### config.mk
export PLATFORM = sky130hd
export DESIGN_NAME = cam_capture_ctrl
export DESIGN_NICKNAME = d
export VERILOG_FILES = /design/src/rtl/cam_capture_ctrl.sv
export SDC_FILE = /design/constraint.sdc
export NUM_CORES = 1
export LEC_CHECK = 0
export ABC_AREA = 1
export CORE_MARGIN = 3
export CORE_UTILIZATION = 45
export DETAILED_ROUTE_END_ITERATION = 16
export PLACE_DENSITY_LB_ADDON = 0.25
export SYNTH_ARGS = -nofsm -noshare
export SYNTH_HDL_FRONTEND = slang
export SYNTH_SLANG_ARGS = --single-unit
### constraint.sdc
create_clock -name pclk -period 2.3 [get_ports pclk]
set_input_delay 0.345 -clock pclk [delete_from_list [all_inputs] [get_ports pclk]]
set_output_delay 0.345 -clock pclk [all_outputs]
set_load 0.01 [all_outputs]
### src/rtl/cam_capture_ctrl.sv
// cam_capture_ctrl: frame-capture sequencer between parallel sensor pins
// (FV/LV/D_IN on pclk) and the stream packer. Syncs to a clean frame
// boundary, applies frame decimation, checks geometry, emits pixel strobes
// with SOF/EOL markers, and keeps frame/overflow statistics.
// Optional build macro: CAM_CAPTURE_TEST_PATTERN_EN replaces pixel data
// with {line_cnt[7:0], pix_cnt[7:0]} of the forwarded pixel.
module cam_capture_ctrl #(
  parameter int DATA_W = 16,
  parameter int CNT_W  = 12,
  parameter int SKIP_W = 4
) (
  input  logic              pclk,
  input  logic              reset,
  input  logic              FV,
  input  logic              LV,
  input  logic [DATA_W-1:0] D_IN,
  input  logic              arm,
  input  logic              stop,
  input  logic              cont_en,
  input  logic [SKIP_W-1:0] skip_cfg,
  input  logic [CNT_W-1:0]  width_cfg,
  input  logic [CNT_W-1:0]  height_cfg,
  input  logic              fifo_full,
  output logic              pix_valid,
  output logic [DATA_W-1:0] pix_data,
  output logic              pix_sof,
  output logic              pix_eol,
  output logic              busy,
  output logic              frame_done,
  output logic              frame_err,
  output logic [15:0]       frame_cnt,
  output logic [15:0]       ovf_cnt
);

  typedef enum logic [2:0] {
    S_IDLE, S_WAIT_SYNC, S_WAIT_SOF, S_SKIP, S_CAPTURE, S_DONE
  } state_t;

  state_t state, state_d;

  logic fv_q, fv_q2, lv_q, lv_q2;
`ifndef CAM_CAPTURE_TEST_PATTERN_EN
  logic [DATA_W-1:0] d_q;
`endif
  logic [SKIP_W-1:0] skip_left;
  logic [CNT_W-1:0]  width_sh, height_sh;
  logic [CNT_W-1:0]  pix_cnt, line_cnt, line_nx;
  logic              err, stop_pend;
  logic              fv_rise, fv_fall, lv_fall;
  logic              px_present, fwd, sof_hit, eol_hit, enter_cap;

  // Stage 1: register the sensor pins and keep one cycle of history for edges.
  // NOTE: sequential state uses non-blocking assignments so every register
  // samples pre-edge values regardless of statement order.
  always_ff @(posedge pclk) begin
    if (reset) begin
      fv_q  <= 1'b0;
      fv_q2 <= 1'b0;
      lv_q  <= 1'b0;
      lv_q2 <= 1'b0;
`ifndef CAM_CAPTURE_TEST_PATTERN_EN
      d_q   <= '0;
`endif
    end else begin
      fv_q  <= FV;
      fv_q2 <= fv_q;
      lv_q  <= LV;
      lv_q2 <= lv_q;
`ifndef CAM_CAPTURE_TEST_PATTERN_EN
      d_q   <= D_IN;
`endif
    end
  end

  assign fv_rise    = fv_q & ~fv_q2;
  assign fv_fall    = ~fv_q & fv_q2;
  assign lv_fall    = ~lv_q & lv_q2;
  assign px_present = (state == S_CAPTURE) & fv_q & lv_q;
  assign fwd        = px_present & (pix_cnt < width_sh) & (line_cnt < height_sh) & ~fifo_full;
  assign sof_hit    = fwd & (pix_cnt == '0) & (line_cnt == '0);
  assign eol_hit    = fwd & (pix_cnt == width_sh - CNT_W'(1));
  assign enter_cap  = (state == S_WAIT_SOF) & (state_d == S_CAPTURE);
  // Line count including a line that ends in this very cycle, so a frame
  // whose last LV and FV fall together is still measured correctly.
  assign line_nx    = (lv_fall && line_cnt != '1) ? line_cnt + CNT_W'(1) : line_cnt;

  // FSM state register.
  always_ff @(posedge pclk) begin
    if (reset) state <= S_IDLE;
    else       state <= state_d;
  end

  // FSM next-state logic; stop outranks arm and any frame-boundary event.
  // NOTE: the default assignment first keeps this block free of latches.
  always_comb begin
    state_d = state;
    unique case (state)
      S_IDLE:      if (arm && !stop) state_d = S_WAIT_SYNC;
      S_WAIT_SYNC: if (stop) state_d = S_IDLE;
                   else if (!fv_q) state_d = S_WAIT_SOF;
      S_WAIT_SOF:  if (stop) state_d = S_IDLE;
                   else if (fv_rise) state_d = (skip_left == '0) ? S_CAPTURE : S_SKIP;
      S_SKIP:      if (stop) state_d = S_IDLE;
                   else if (fv_fall) state_d = S_WAIT_SOF;
      S_CAPTURE:   if (fv_fall) state_d = S_DONE;
      S_DONE:      state_d = (cont_en && !stop_pend && !stop) ? S_WAIT_SOF : S_IDLE;
      default:     state_d = S_IDLE;
    endcase
  end

  // FSM outputs decoded from the current state.
  always_comb begin
    busy       = (state != S_IDLE);
    frame_done = (state == S_DONE);
    frame_err  = (state == S_DONE) & err;
  end

  // Decimation, geometry shadows, frame counters, error and statistics.
  always_ff @(posedge pclk) begin
    if (reset) begin
      skip_left <= '0;
      width_sh  <= '0;
      height_sh <= '0;
      pix_cnt   <= '0;
      line_cnt  <= '0;
      err       <= 1'b0;
      stop_pend <= 1'b0;
      frame_cnt <= '0;
      ovf_cnt   <= '0;
    end else begin
      if ((state == S_IDLE && state_d == S_WAIT_SYNC) || state == S_DONE)
        skip_left <= skip_cfg;
      else if (state == S_WAIT_SOF && state_d == S_SKIP)
        skip_left <= skip_left - SKIP_W'(1);

      if (state == S_WAIT_SOF && fv_rise) begin
        width_sh  <= width_cfg;
        height_sh <= height_cfg;
      end

      if (enter_cap) begin
        pix_cnt  <= '0;
        line_cnt <= '0;
        err      <= 1'b0;
      end else if (state == S_CAPTURE) begin
        if (lv_fall)                          pix_cnt <= '0;
        else if (px_present && pix_cnt != '1) pix_cnt <= pix_cnt + CNT_W'(1);
        line_cnt <= fv_fall ? '0 : line_nx;
        // Dropped pixels (extra geometry or overflow) and wrong line/frame sizes.
        if ((px_present && !fwd) ||
            (lv_fall && pix_cnt != width_sh) ||
            (fv_fall && line_nx != height_sh))
          err <= 1'b1;
      end

      if (state == S_CAPTURE && stop) stop_pend <= 1'b1;
      else if (state == S_DONE)       stop_pend <= 1'b0;

      if (state == S_DONE) frame_cnt <= frame_cnt + 16'd1;

      if (px_present && fifo_full && ovf_cnt != 16'hFFFF)
        ovf_cnt <= ovf_cnt + 16'd1;
    end
  end

  // Stage 2: registered pixel strobes toward the packer.
  always_ff @(posedge pclk) begin
    if (reset) begin
      pix_valid <= 1'b0;
      pix_sof   <= 1'b0;
      pix_eol   <= 1'b0;
      pix_data  <= '0;
    end else begin
      pix_valid <= fwd;
      pix_sof   <= sof_hit;
      pix_eol   <= eol_hit;
`ifdef CAM_CAPTURE_TEST_PATTERN_EN
      if (fwd) pix_data <= DATA_W'({line_cnt[7:0], pix_cnt[7:0]});
`else
      pix_data  <= d_q;
`endif
    end
  end

endmodule

==> qor.txt <==
DETAILED ROUTING
-----------------------------------------------------------------------------------------------
Detailed-route DRC error count                                                                0
Wire length per cell                                                                    13.6 µm
Antenna viol nets, final                                                                      0
Count of TritonRoute iterations in the first routing pass                                     5
Total Wirelength                                                                       17300 µm
Detail-routed via count per cell                                                           5.06
DRT iter0 DRCs                                                                              452
Total via count in the routed design                                                       6454

CTS
-----------------------------------------------------------------------------------------------
Maximum number of buffers from clock root to sink                                             2
CTS root buffer                                                                    sky130_fd_sc_hd__clkbuf_16
Clock Sinks                                                                                 128
Clock tree from TritonCTS                                                                   yes
Clock input transition at the sequential cells of the worst setup and hold paths        0.06 ns
Clock insertion delay at the later pin of the skew report                               0.41 ns
Post-CTS Hold Fix Bufs                                                                        0
Number of buffers added by the clock tree synthesis step                                     17
H-tree depth reported by CTS                                                                  4

POWER
-----------------------------------------------------------------------------------------------
Static power due to leakage                                                             3.48 nW
NetSw                                                                                 0.00123 W
Worst vdd ir                                                                           0.518 mV
Power per cell area                                                                  618 nW/µm²
Switching share of power                                                                  22.8%
Internal power consumption                                                            0.00417 W
Clock network power share                                                                 52.0%
Share of total power in sequential cells                                                  42.1%
Power, Total                                                                          0.00541 W
Combinational power share                                                                  5.9%

MIN PATH
-----------------------------------------------------------------------------------------------
Class of the most critical hold timing path                                        flip-flop to flip-flop
Hold path cells                                                                               2

STA
-----------------------------------------------------------------------------------------------
Slew headroom                                                                             64.9%
Transition time at the pin with the least slew margin                                  0.527 ns
Final max-slew violation count                                                                0
Highest attainable clock frequency                                                      467 MHz
Time the final worst path needs with I/O delays and setup                               2.14 ns
Setup repair after global routing missed its margin                                          no
Final setup violation count                                                                   0
Worst clock skew on the final layout                                                 0.00806 ns
Total negative setup slack                                                                 0 ns
Final worst path period share                                                             93.2%
Number of hold violations in the final report                                                 0

SYNTH
-----------------------------------------------------------------------------------------------
Yosys warns                                                                                   0
Net count after synthesis                                                                  1047
Count of cell types in the netlist                                                           44
Post-synthesis cell area                                                               6820 µm²
Number of instances in the synthesized netlist                                              964
Sequential fraction of the synthesis area                                                 37.6%
Flop and latch count out of synthesis                                                       128
Mean Syn Cell Area                                                                     7.08 µm²

DIE
-----------------------------------------------------------------------------------------------
Starting density of the core                                                              46.4%
Standard-cell row count                                                                      44
Area of the placeable core                                                            14700 µm²
Number of primary I/O pins                                                                  106
Die Ht                                                                                   129 µm
Die area                                                                              16700 µm²
Chip width                                                                               129 µm

PLACE
-----------------------------------------------------------------------------------------------
Post-placement cell area                                                               8090 µm²
Post-placement cell count                                                                  1242
GP Congestion                                                                             0.924
Detail Placement HPWL                                                                  12700 µm
# port buffers                                                                              105

WORST SETUP PATH
-----------------------------------------------------------------------------------------------
CP required                                                                             1.96 ns
FF-to-FF path depth                                                                           9
Crit-path max FO                                                                              8
Path type of the worst setup path                                                  flip-flop to primary output
Kind of start point of the critical path                                              flip-flop
Crit path DAT                                                                           1.80 ns
Endpoint type of the worst setup path                                              primary output

JOB
-----------------------------------------------------------------------------------------------
Max-cap violation count                                                                       0

FINAL LAYOUT
-----------------------------------------------------------------------------------------------
Nets@finish                                                                                1162
Fraction of layout cells with a size suffix above 1                                       9.16%
Core occupancy in the finished layout                                                     59.5%
N_diodes                                                                                      0
Commonest cells after routing, fill and taps aside                                 167 x sky130_fd_sc_hd__nand2_1, 139 x sky130_fd_sc_hd__inv_1, 127 x sky130_fd_sc_hd__dfxtp_1
Layout overhead on the synthesized area                                                   28.3%
Post-route cell area                                                                   8750 µm²
Most common cell after layout, fill and taps aside                                 sky130_fd_sc_hd__nand2_1
Finished Layout Cells                                                                      1276

GRT
-----------------------------------------------------------------------------------------------
Total overflow reported by the global router                                                  0
Aggregate global-route resource usage                                                     21.0%
Vias in the first global route                                                             5974
First-pass GRT wire length                                                             28400 µm
Number of antenna violations at the first check in global routing                             0
Pin count of the biggest net entering global routing                                         50

RUN STATUS
-----------------------------------------------------------------------------------------------
Result of the run                                                                  finished, final reports clean

==> registers in the layout, indices dropped and copies added (netlist names), 3 cells and up <==
signal,flops
line_cnt,12
skip_left,4
ovf_cnt,16
pix_cnt,12
d_q,16
frame_cnt,16
width_sh,12
pix_data,16
state,3
height_sh,12
==> cell usage after synthesis (all sizes together) <==
master / instances / area share (%)
o21ai: 55 / 4.0
nor4: 5 / 0.55
o21a: 1 / 0.11
buf: 7 / 0.68
a21oi: 83 / 6.1
a21o: 1 / 0.11
o21ba: 1 / 0.15
dfxtp: 128 / 38
a221oi: 2 / 0.26
and3: 1 / 0.092
nand2: 175 / 10
xor2: 21 / 2.7
nor3: 28 / 2.4
o21bai: 2 / 0.22
o211ai: 3 / 0.33
nand3: 78 / 6.7
a31oi: 2 / 0.18
o2111ai: 1 / 0.13
a211oi: 2 / 0.22
nor2: 125 / 7.9
xnor2: 8 / 1.0
clkbuf: 18 / 0.99
ha: 31 / 5.7
or2: 3 / 0.28
a311oi: 1 / 0.13
a21boi: 1 / 0.11
clkinv: 4 / 0.26
nand4: 25 / 2.3
inv: 145 / 8.0
nand3b: 3 / 0.33
nor3b: 4 / 0.44
==> area by class of cell <==
cell class | count | area (µm²)
fillers | 1365 | 5950
inverters | 149 | 562
multi-input cells | 662 | 3610
clock inverters | 14 | 179
well taps | 184 | 230
clock buffers | 18 | 439
flip-flops and latches | 128 | 2560
repair buffers | 121 | 1170
==> cell families (layout without fill, tap and decap cells) <==
group | Yosys count | count (layout) | synth area share, %
AND/OR/NAND/NOR | 447 | 447 | 31.1
buffers and inverters | 174 | 302 | 9.90
AO/OA/AOI/OAI | 155 | 155 | 12.1
flip-flops | 128 | 128 | 37.6
adder cells (fa/ha/maj) | 31 | 31 | 5.68
XOR/XNOR | 29 | 29 | 3.72
==> final timing paths <==
check                endpoint  slack [ns]   startpoint
setup / recovery    frame_err        0.16     state[0]
hold / removal    pix_data[1]        0.40       d_q[1]
setup reg to reg      pix_eol        0.26  line_cnt[3]
hold reg to reg   pix_data[1]        0.40       d_q[1]
==> metrics by stage <==
step	hold WS (ns)	setup slack (ns)
detailed placement	0.393	0.0629
CTS	0.403	0.0441
finish	0.403	0.157
global placement	0.389	0.169
global route	0.414	0.0294
floorplan	0.388	0.457
==> critical path: stages (launching register included) <==
cell	delay (ns)
sky130_fd_sc_hd__dfxtp_1	0.49
sky130_fd_sc_hd__nand3_4	0.19
sky130_fd_sc_hd__nor2_1	0.12
sky130_fd_sc_hd__clkdlybuf4s50_1	0.59
==> per-layer routing <==
metal | global-route usage, % | vias up | share of wire, %
met3 | 5.32 | 18 | 5.6
met1 | 28.9 | 2910 | 48
met4 | 6.30 | 0 | 1.3
met2 | 32.7 | 157 | 45
met5 | 0 | - | 0
li1 | - | 3369 | -
==> repair_timing <==
item                                    in CTS  in global routing
resized for setup                            0                  5
endpoints found under the setup margin       0                  1
setup buffers                                0                  2
==> power groups by stage <==
stage / clock, W / sequential [W] / combinational (W)
finish: 0.00281 / 0.00228 / 0.000320
global route: 0.00295 / 0.00228 / 0.000357
CTS: 0.00287 / 0.00228 / 0.000321
detailed placement: 0 / 0.00233 / 0.000317
global placement: 0 / 0.00232 / 0.000313
floorplan: 0 / 0.00233 / 0.000158
Power figures use the tool's default switching activity.
